File: src/rtl/bam_eval_pkg.sv
// Shared types and width helpers for the broken-array multiplier error monitor.
// Widths are functions of the operand width and the window size.
package bam_eval_pkg;

    typedef enum logic [1:0] {
        IDLE  = 2'd0,
        RUN   = 2'd1,
        DRAIN = 2'd2,
        DONE  = 2'd3
    } bam_state_e;

    function automatic int prod_w(input int n);
        return 2 * n;
    endfunction

    function automatic int cnt_w(input int samples_log2);
        return samples_log2 + 1;
    endfunction

    // One extra bit per doubling of the window keeps the sum from overflowing.
    function automatic int sum_w(input int n, input int samples_log2);
        return 2 * n + samples_log2;
    endfunction

    localparam int DEF_N            = 8;
    localparam int DEF_SAMPLES_LOG2 = 8;
    localparam int DEF_PROD_W       = 2 * DEF_N;
    localparam int DEF_CNT_W        = DEF_SAMPLES_LOG2 + 1;
    localparam int DEF_SUM_W        = 2 * DEF_N + DEF_SAMPLES_LOG2;

endpackage

File: src/rtl/bam_err_pipe.sv
// Stages S1-S2 of the error monitor: exact product, then absolute difference
// and inequality flag. Operands are folded into the exact product at S1.
module bam_err_pipe
    import bam_eval_pkg::*;
#(
    parameter  int N      = DEF_N,
    localparam int PROD_W = prod_w(N)
) (
    input  logic              clk,
    input  logic              rst,
    input  logic              in_vld,
    input  logic [N-1:0]      a,
    input  logic [N-1:0]      b,
    input  logic [PROD_W-1:0] approx,
    output logic              vld_s1,
    output logic              vld_s2,
    output logic [PROD_W-1:0] d,
    output logic              ne
);

    logic [2:1]        vld_pipe;
    logic [PROD_W-1:0] approx_q;
    logic [PROD_W-1:0] exact_q;

    always_ff @(posedge clk) begin
        if (rst) vld_pipe <= '0;
        else     vld_pipe <= {vld_pipe[1], in_vld};
    end

    // Data registers only load behind a valid bit; empty slots hold stale data.
    always_ff @(posedge clk) begin
        if (in_vld) begin
            approx_q <= approx;
            exact_q  <= PROD_W'(a) * PROD_W'(b);
        end
        if (vld_pipe[1]) begin
            d  <= (approx_q >= exact_q) ? (approx_q - exact_q) : (exact_q - approx_q);
            ne <= (approx_q != exact_q);
        end
    end

    assign vld_s1 = vld_pipe[1];
    assign vld_s2 = vld_pipe[2];

endmodule

File: src/rtl/bam_error_monitor.sv
// Windowed error statistics for an approximate multiplier: window FSM,
// accepted-sample counter and the S3 accumulators around bam_err_pipe.
module bam_error_monitor
    import bam_eval_pkg::*;
#(
    parameter  int N            = DEF_N,
    parameter  int SAMPLES_LOG2 = DEF_SAMPLES_LOG2,
    localparam int PROD_W       = prod_w(N),
    localparam int CNT_W        = cnt_w(SAMPLES_LOG2),
    localparam int SUM_W        = sum_w(N, SAMPLES_LOG2)
) (
    input  logic              clk,
    input  logic              rst,
    input  logic              start,
    input  logic              in_valid,
    output logic              in_ready,
    input  logic [N-1:0]      a,
    input  logic [N-1:0]      b,
    input  logic [PROD_W-1:0] approx,
    output logic              busy,
    output logic              done,
    output logic [CNT_W-1:0]  err_count,
    output logic [PROD_W-1:0] max_abs_err,
    output logic [SUM_W-1:0]  sum_abs_err
);

    localparam logic [CNT_W-1:0] WIN = CNT_W'(1) << SAMPLES_LOG2;

    bam_state_e        state;
    logic [CNT_W-1:0]  accepted;
    logic              xfer;
    logic              vld_s1;
    logic              vld_s2;
    logic [PROD_W-1:0] d;
    logic              ne;

    assign in_ready = (state == RUN) && (accepted < WIN);
    assign xfer     = in_valid && in_ready;
    assign busy     = (state == RUN) || (state == DRAIN);
    assign done     = (state == DONE);

    bam_err_pipe #(.N(N)) u_pipe (
        .clk    (clk),
        .rst    (rst),
        .in_vld (xfer),
        .a      (a),
        .b      (b),
        .approx (approx),
        .vld_s1 (vld_s1),
        .vld_s2 (vld_s2),
        .d      (d),
        .ne     (ne)
    );

    always_ff @(posedge clk) begin
        if (rst) begin
            state       <= IDLE;
            accepted    <= '0;
            err_count   <= '0;
            max_abs_err <= '0;
            sum_abs_err <= '0;
        end else begin
            if (vld_s2) begin
                err_count   <= err_count + CNT_W'(ne);
                sum_abs_err <= sum_abs_err + SUM_W'(d);
                if (d > max_abs_err) max_abs_err <= d;
            end
            // The clear below overrides the update above; the pipe is empty then.
            case (state)
                IDLE, DONE: begin
                    if (start) begin
                        state       <= RUN;
                        accepted    <= '0;
                        err_count   <= '0;
                        max_abs_err <= '0;
                        sum_abs_err <= '0;
                    end
                end
                RUN: begin
                    if (xfer) begin
                        accepted <= accepted + 1'b1;
                        if (accepted == WIN - 1'b1) state <= DRAIN;
                    end
                end
                DRAIN: begin
                    if (!vld_s1 && !vld_s2) state <= DONE;
                end
                default: state <= IDLE;
            endcase
        end
    end

endmodule

File: config.mk
export PLATFORM = sky130hd
export DESIGN_NAME = bam_error_monitor
export DESIGN_NICKNAME = d
export VERILOG_FILES = /design/src/rtl/bam_eval_pkg.sv /design/src/rtl/bam_err_pipe.sv /design/src/rtl/bam_error_monitor.sv
export SDC_FILE = /design/constraint.sdc
export NUM_CORES = 1
export LEC_CHECK = 0
export CAP_MARGIN = 20
export CORE_MARGIN = 5
export CORE_UTILIZATION = 59
export DETAILED_ROUTE_END_ITERATION = 8
export PLACE_DENSITY = 0.84
export SLEW_MARGIN = 20
export SYNTH_ARGS = -nofsm -noshare
export SYNTH_HDL_FRONTEND = slang
export SYNTH_SLANG_ARGS = --single-unit
File: constraint.sdc
create_clock -name clk -period 5.91 [get_ports clk]
set_input_delay 0.591 -clock clk [delete_from_list [all_inputs] [get_ports clk]]
set_output_delay 0.591 -clock clk [all_outputs]
set_load 0.05 [all_outputs]
After elaboration in Yosys (flattened, before gate mapping)
Cells that the tools add are included.

word-level totals
  flip-flop bits (word level) = 111
  bits in latches = 0
  bits in writable memories = 0
  ROM bits = 0
  bits of input ports = 36
  output and inout bits = 52
  logic and storage cells = 58
  memories kept = 0

cells by class
  add/subtract/negate cells = 5
  multiply operators = 1
  div/mod/pow operators = 0
  magnitude comparators = 3
  equality and inequality tests = 9
  shift-type cells = 0
  multiplexer cells = 19
  bitwise gates (word level) = 0
  reductions and logical operators = 11

operator list
  kind                                                             number
  16-bit 2-to-1 mux                                                5
  24-bit 2-to-1 mux                                                3
  9-bit 2-to-1 mux                                                 5
  16-bit subtractor                                                2
  24-bit by 16-bit adder with 24-bit output                        1
  9-bit one-hot mux with 2 select lines                            1
  16-bit >= comparator                                             1
  16-bit > comparator                                              1
  8-bit by 8-bit multiplier with 16-bit output                     1
  16-bit != test                                                   1
  9-bit by 1-bit adder with 9-bit output                           1
  9-bit by 1-bit adder with 9-bit output, second input constant    1
  9-bit by 8-bit == test with 1-bit output, second input constant  1
  9-bit less-than comparator, second input constant                1
  2-bit 2-to-1 mux                                                 4
  2-bit by 1-bit != test with 1-bit output, second input constant  3
  2-bit one-hot mux with 3 select lines                            1
  2-bit == test, second input constant                             2
  4-bit AND reduction                                              1
  1-bit logical AND                                                3
  3-bit AND reduction                                              1
  2-bit by 1-bit == test with 1-bit output, second input constant  1
  1-bit zero test                                                  2
  2-bit zero test                                                  1
  4 further kinds                                                  4

Depth between registers and ports, before layout
  depth in word-level cells = 5
  mapped depth = 16
  gate-level depth less buffers = 16

Modules after synthesis
A second synthesis with hierarchy kept.

second synthesis, totals
  cell total of the unflattened synthesis = 925
  area total of the unflattened synthesis = 8748.4 µm²

modules (own cells, without submodules)
  module             times used  cells each  area an instance (µm²)
  bam_err_pipe       1           507         5206.2
  bam_error_monitor  1           418         3542.1

Worst setup path after synthesis
Ideal clock, no wire load.

  path kind = in2reg
  start = input port b[4]
  end = register u_pipe.exact_q[14], data pin
  setup time = 263 ps
  arrival time = 4082 ps
  required time = 5647 ps
  path slack = 1565 ps
  stages on the path = 14
  cell sequence = and2_1 > fa_1 > inv_1 > fa_1 > inv_1 > fa_1 > inv_1 > fa_1 > inv_1 > ha_1 > a2111o_1 > a41o_1 > o41ai_2 > xnor2_1

between the ends
  word-level cells in the longest chain between the ends = 1

ends and longest elaborated chain
  item                                          RTL line                 source
  start, declared                               bam_error_monitor.sv:18  input logic [N-1:0] b,
  8-bit by 8-bit multiplier with 16-bit output  bam_err_pipe.sv:34       exact_q <= PROD_W'(a) * PROD_W'(b);
  end signal, assigned                          bam_err_pipe.sv:34
  end, declared                                 bam_err_pipe.sv:23       logic [PROD_W-1:0] exact_q;

Every way passes these cells.
A chain may end at the register's enable or synchronous reset.

Worst setup path in the final report
  start = input port b[4]
  end = register u_pipe.exact_q[15], data pin

Same word-level chain as after synthesis.

==> results.py <==
metrics = {
    "synthesis": {
        "synth.distinct_cells": 61,
        "synth.top_cells.by_area": "edfxtp_1, ha_1, dfxtp_1",
        "ys.flop_type": "dfxtp_1",
        "synth_edf_count": 49,
        "yosys_warnings": 0,
        "syn_area_um2": 8750,
        "synth_cells": 965,
        "syn-mean-instance-area_um2": 9.07,
        "synthTopCellsByCount": "inv_1, ha_1, nand2_1, dfxtp_1",
        "synth_top_area_cell": "edfxtp_1",
        "seq_area_frac_synth_pct": 31.0,
        "synthesis.nets": 1147,
        "ys_ff_latch": 111,
        "postSynth.asyncResetShare_pct": 0,
        "yosysMostFrequentCell": "inv_1",
        "netlist.area_leader.share_pct": 16.8,
    },
    "cells_and_area": {
        "insertedDiodeCount": 0,
        "drive_gt1_share_pct": 3.74,
        "finalNetCount": 1221,
        "fin_util_pct": 69.1,
        "areaGrowthSynthToFinish_pct": 14.9,
    },
    "hold_path": {
        "worstHoldPathType": "register to register",
        "hold-path-cell-count": 2,
    },
    "critical_path": {
        "rr_worst_depth": 9,
        "r2r_setup_slack_ns": 2.68,
        "critPathArrivalTime_ns": 5.05,
        "crit_slowest_cell": "fa_1",
        "slowest_delay_ns": 0.55,
        "critPathMaxFanout": 8,
        "path_common_cell": "fa_1",
        "critPathKind": "input port to register",
        "worst_setup_path_start_kind": "input port",
        "cp_cell_sequence": "clkdlybuf4s50_1 > and2_1 > fa_1 > fa_1 > inv_1 > fa_1 > fa_1 > inv_1 > ha_1 > o21ai_0 > a21boi_0 > o21ai_0 > o21ai_0 > o221ai_1 > xnor2_1",
        "critPathRequiredTime_ns": 6.02,
        "cp-end-kind": "register",
    },
    "clock_tree": {
        "cts_resized": 0,
        "clk_latency_ns": 0.36,
        "clockBufferDepth": 2,
        "cts_buffers": 9,
        "post-cts-setup-buffers": 0,
        "h-tree-depth": 3,
        "root_buffer": "clkbuf_16",
        "hold_buffers": 0,
        "cts_sinks": 111,
        "path_clk_slew_ns": 0.07,
        "cts_tree": "done",
    },
    "detailed_routing": {
        "vias": 7165,
        "post-route-drc-count": 0,
        "finalWirelength_um": 19100,
        "drt_iter0_markers": 642,
        "drtPass1Iterations": 5,
        "final_antenna_net_count": 0,
        "vias_per_cell": 5.83,
        "avgRoutedWirePerCell_um": 15.5,
    },
    "place": {
        "gp_congestion": 0.943,
        "dpl.hpwl_um": 15200,
        "io_buffers": 87,
    },
    "floorplanning": {
        "core_area_um2": 14500,
        "die_x_um": 132,
        "die_area_um2": 17400,
        "fp-row-count": 44,
        "die_y_um": 132,
        "start_util_pct": 60.2,
        "ios": 88,
    },
    "timing": {
        "hold_viol": 0,
        "finClkSkew_ns": 0.0105,
        "min_period_ns": 4.94,
        "post-route-period-util_pct": 83.5,
        "fin_setup_tns_ns": 0,
        "slew_violations": 0,
        "setup_viol": 0,
        "timing.fmax_mhz": 203,
        "tightest_slew_ns": 1.07,
        "rsz0062_at_grt": "false",
        "relSlewSlack_pct": 28.7,
    },
    "global_route": {
        "grt_pass1_vias": 7260,
        "grt_pass1_wl_um": 32900,
        "grt_max_degree": 35,
        "track_usage_pct": 22.1,
        "gr-total-overflow": 0,
        "antenna_found_initial": 0,
    },
    "pwr": {
        "leakage_uw": 0.00423,
        "power_uw": 3090,
        "power.share.clock_pct": 19.5,
        "seqPwrFrac_pct": 32.7,
        "internal_power_uw": 1840,
        "pwr-share-comb_pct": 47.9,
        "power_density_nw_per_um2": 308,
        "p_sw_uw": 1260,
        "max-vdd-ir-drop_uv": 139,
        "switching_share_pct": 40.6,
    },
    "flow_run": {
        "cap_violations": 0,
    },
    "run_status": {
        "outcome": "complete, no violations",
    },
}
==> flip-flops by register name, indices dropped and copies added (netlist names) <==
signal and count:
u_pipe.approx_q 16, sum_abs_err 24, accepted 9, u_pipe.exact_q 16
err_count 9, u_pipe.ne 1, u_pipe.d 16, state 2
u_pipe.vld_pipe 2, max_abs_err 16
==> stage by stage <==
stage	instances	setup WS [ns]	area (um2)	hold slack [ns]
floorplan	965	1.57	8750	0.459
global placement	1212	0.741	9760	0.473
detailed placement	1212	0.587	9760	0.488
CTS	1228	0.968	10000	0.499
global route	1228	0.643	10000	0.516
finish	1228	0.973	10000	0.496
==> routing by layer <==
metal,routed length (um),GRT usage (%),up-vias
li1,-,-,3511
met1,7690,26.9,3350
met2,9570,38.6,245
met3,1070,3.40,59
met4,744,10.1,0
met5,0,0,-
==> layout by cell type, fill, tap and decap left out, types with 5 or more instances in the layout <==
| cell | n |
|---|---|
| dfxtp_1 | 62 |
| and3_1 | 6 |
| xnor2_1 | 21 |
| a211oi_1 | 10 |
| a31o_2 | 5 |
| nor3_1 | 11 |
| nand2_1 | 64 |
| nor2b_1 | 11 |
| o31ai_1 | 21 |
| mux2i_1 | 12 |
| xor2_1 | 20 |
| nand3_1 | 33 |
| inv_1 | 122 |
| clkdlybuf4s50_1 | 87 |
| nor2_1 | 61 |
| o21ai_0 | 47 |
| o21a_1 | 8 |
| edfxtp_1 | 49 |
| inv_6 | 5 |
| clkbuf_16 | 9 |
| or3_1 | 10 |
| a21oi_1 | 60 |
| nand4_1 | 24 |
| a21o_1 | 13 |
| o211ai_1 | 10 |
| nand2b_1 | 7 |
| and2_1 | 49 |
| a31oi_1 | 7 |
| fa_1 | 39 |
| ha_1 | 107 |
==> critical path, delay by kind of cell <==
kind	cells	cell delay [ns]
buf+inv	3	0.63
xor+xnor	1	0.15
fa+ha+maj	5	2.36
compound gates	5	1.09
simple gates	1	0.24
==> cell families (layout without fill, tap and decap cells) <==
group | count (synthesis) | after routing | synth area share, %
AND/OR/NAND/NOR | 287 | 287 | 16.5
adder cells (fa/ha/maj) | 146 | 146 | 24.2
flip-flops | 111 | 111 | 31.0
multiplexers | 12 | 12 | 1.37
buffers and inverters | 152 | 231 | 6.81
AO/OA/AOI/OAI | 216 | 216 | 16.0
XOR/XNOR | 41 | 41 | 4.10
==> final timing paths <==
kind                     startpoint            endpoint
hold reg to reg     max_abs_err[13]     max_abs_err[13]
hold / removal      max_abs_err[13]     max_abs_err[13]
setup / recovery               b[4]  u_pipe.exact_q[15]
setup reg to reg  u_pipe.exact_q[9]        u_pipe.d[12]
==> final cells by class <==
class | count | area [um2]
clock buffer | 10 | 229
clock inverter | 6 | 60.1
fill | 1151 | 4480
inverter | 124 | 465
multi-input combinational | 702 | 5450
sequential | 111 | 2710
tap | 184 | 230
timing repair buffer | 91 | 901
==> power groups by stage <==
stage	clock network, uW	logic [uW]	registers, uW
CTS	610	1470	1010
detailed placement	0	1470	1030
global route	640	1670	1020
global placement	0	1420	1020
floorplan	0	1130	1030
finish	602	1480	1010
Power figures use the tool's default switching activity.
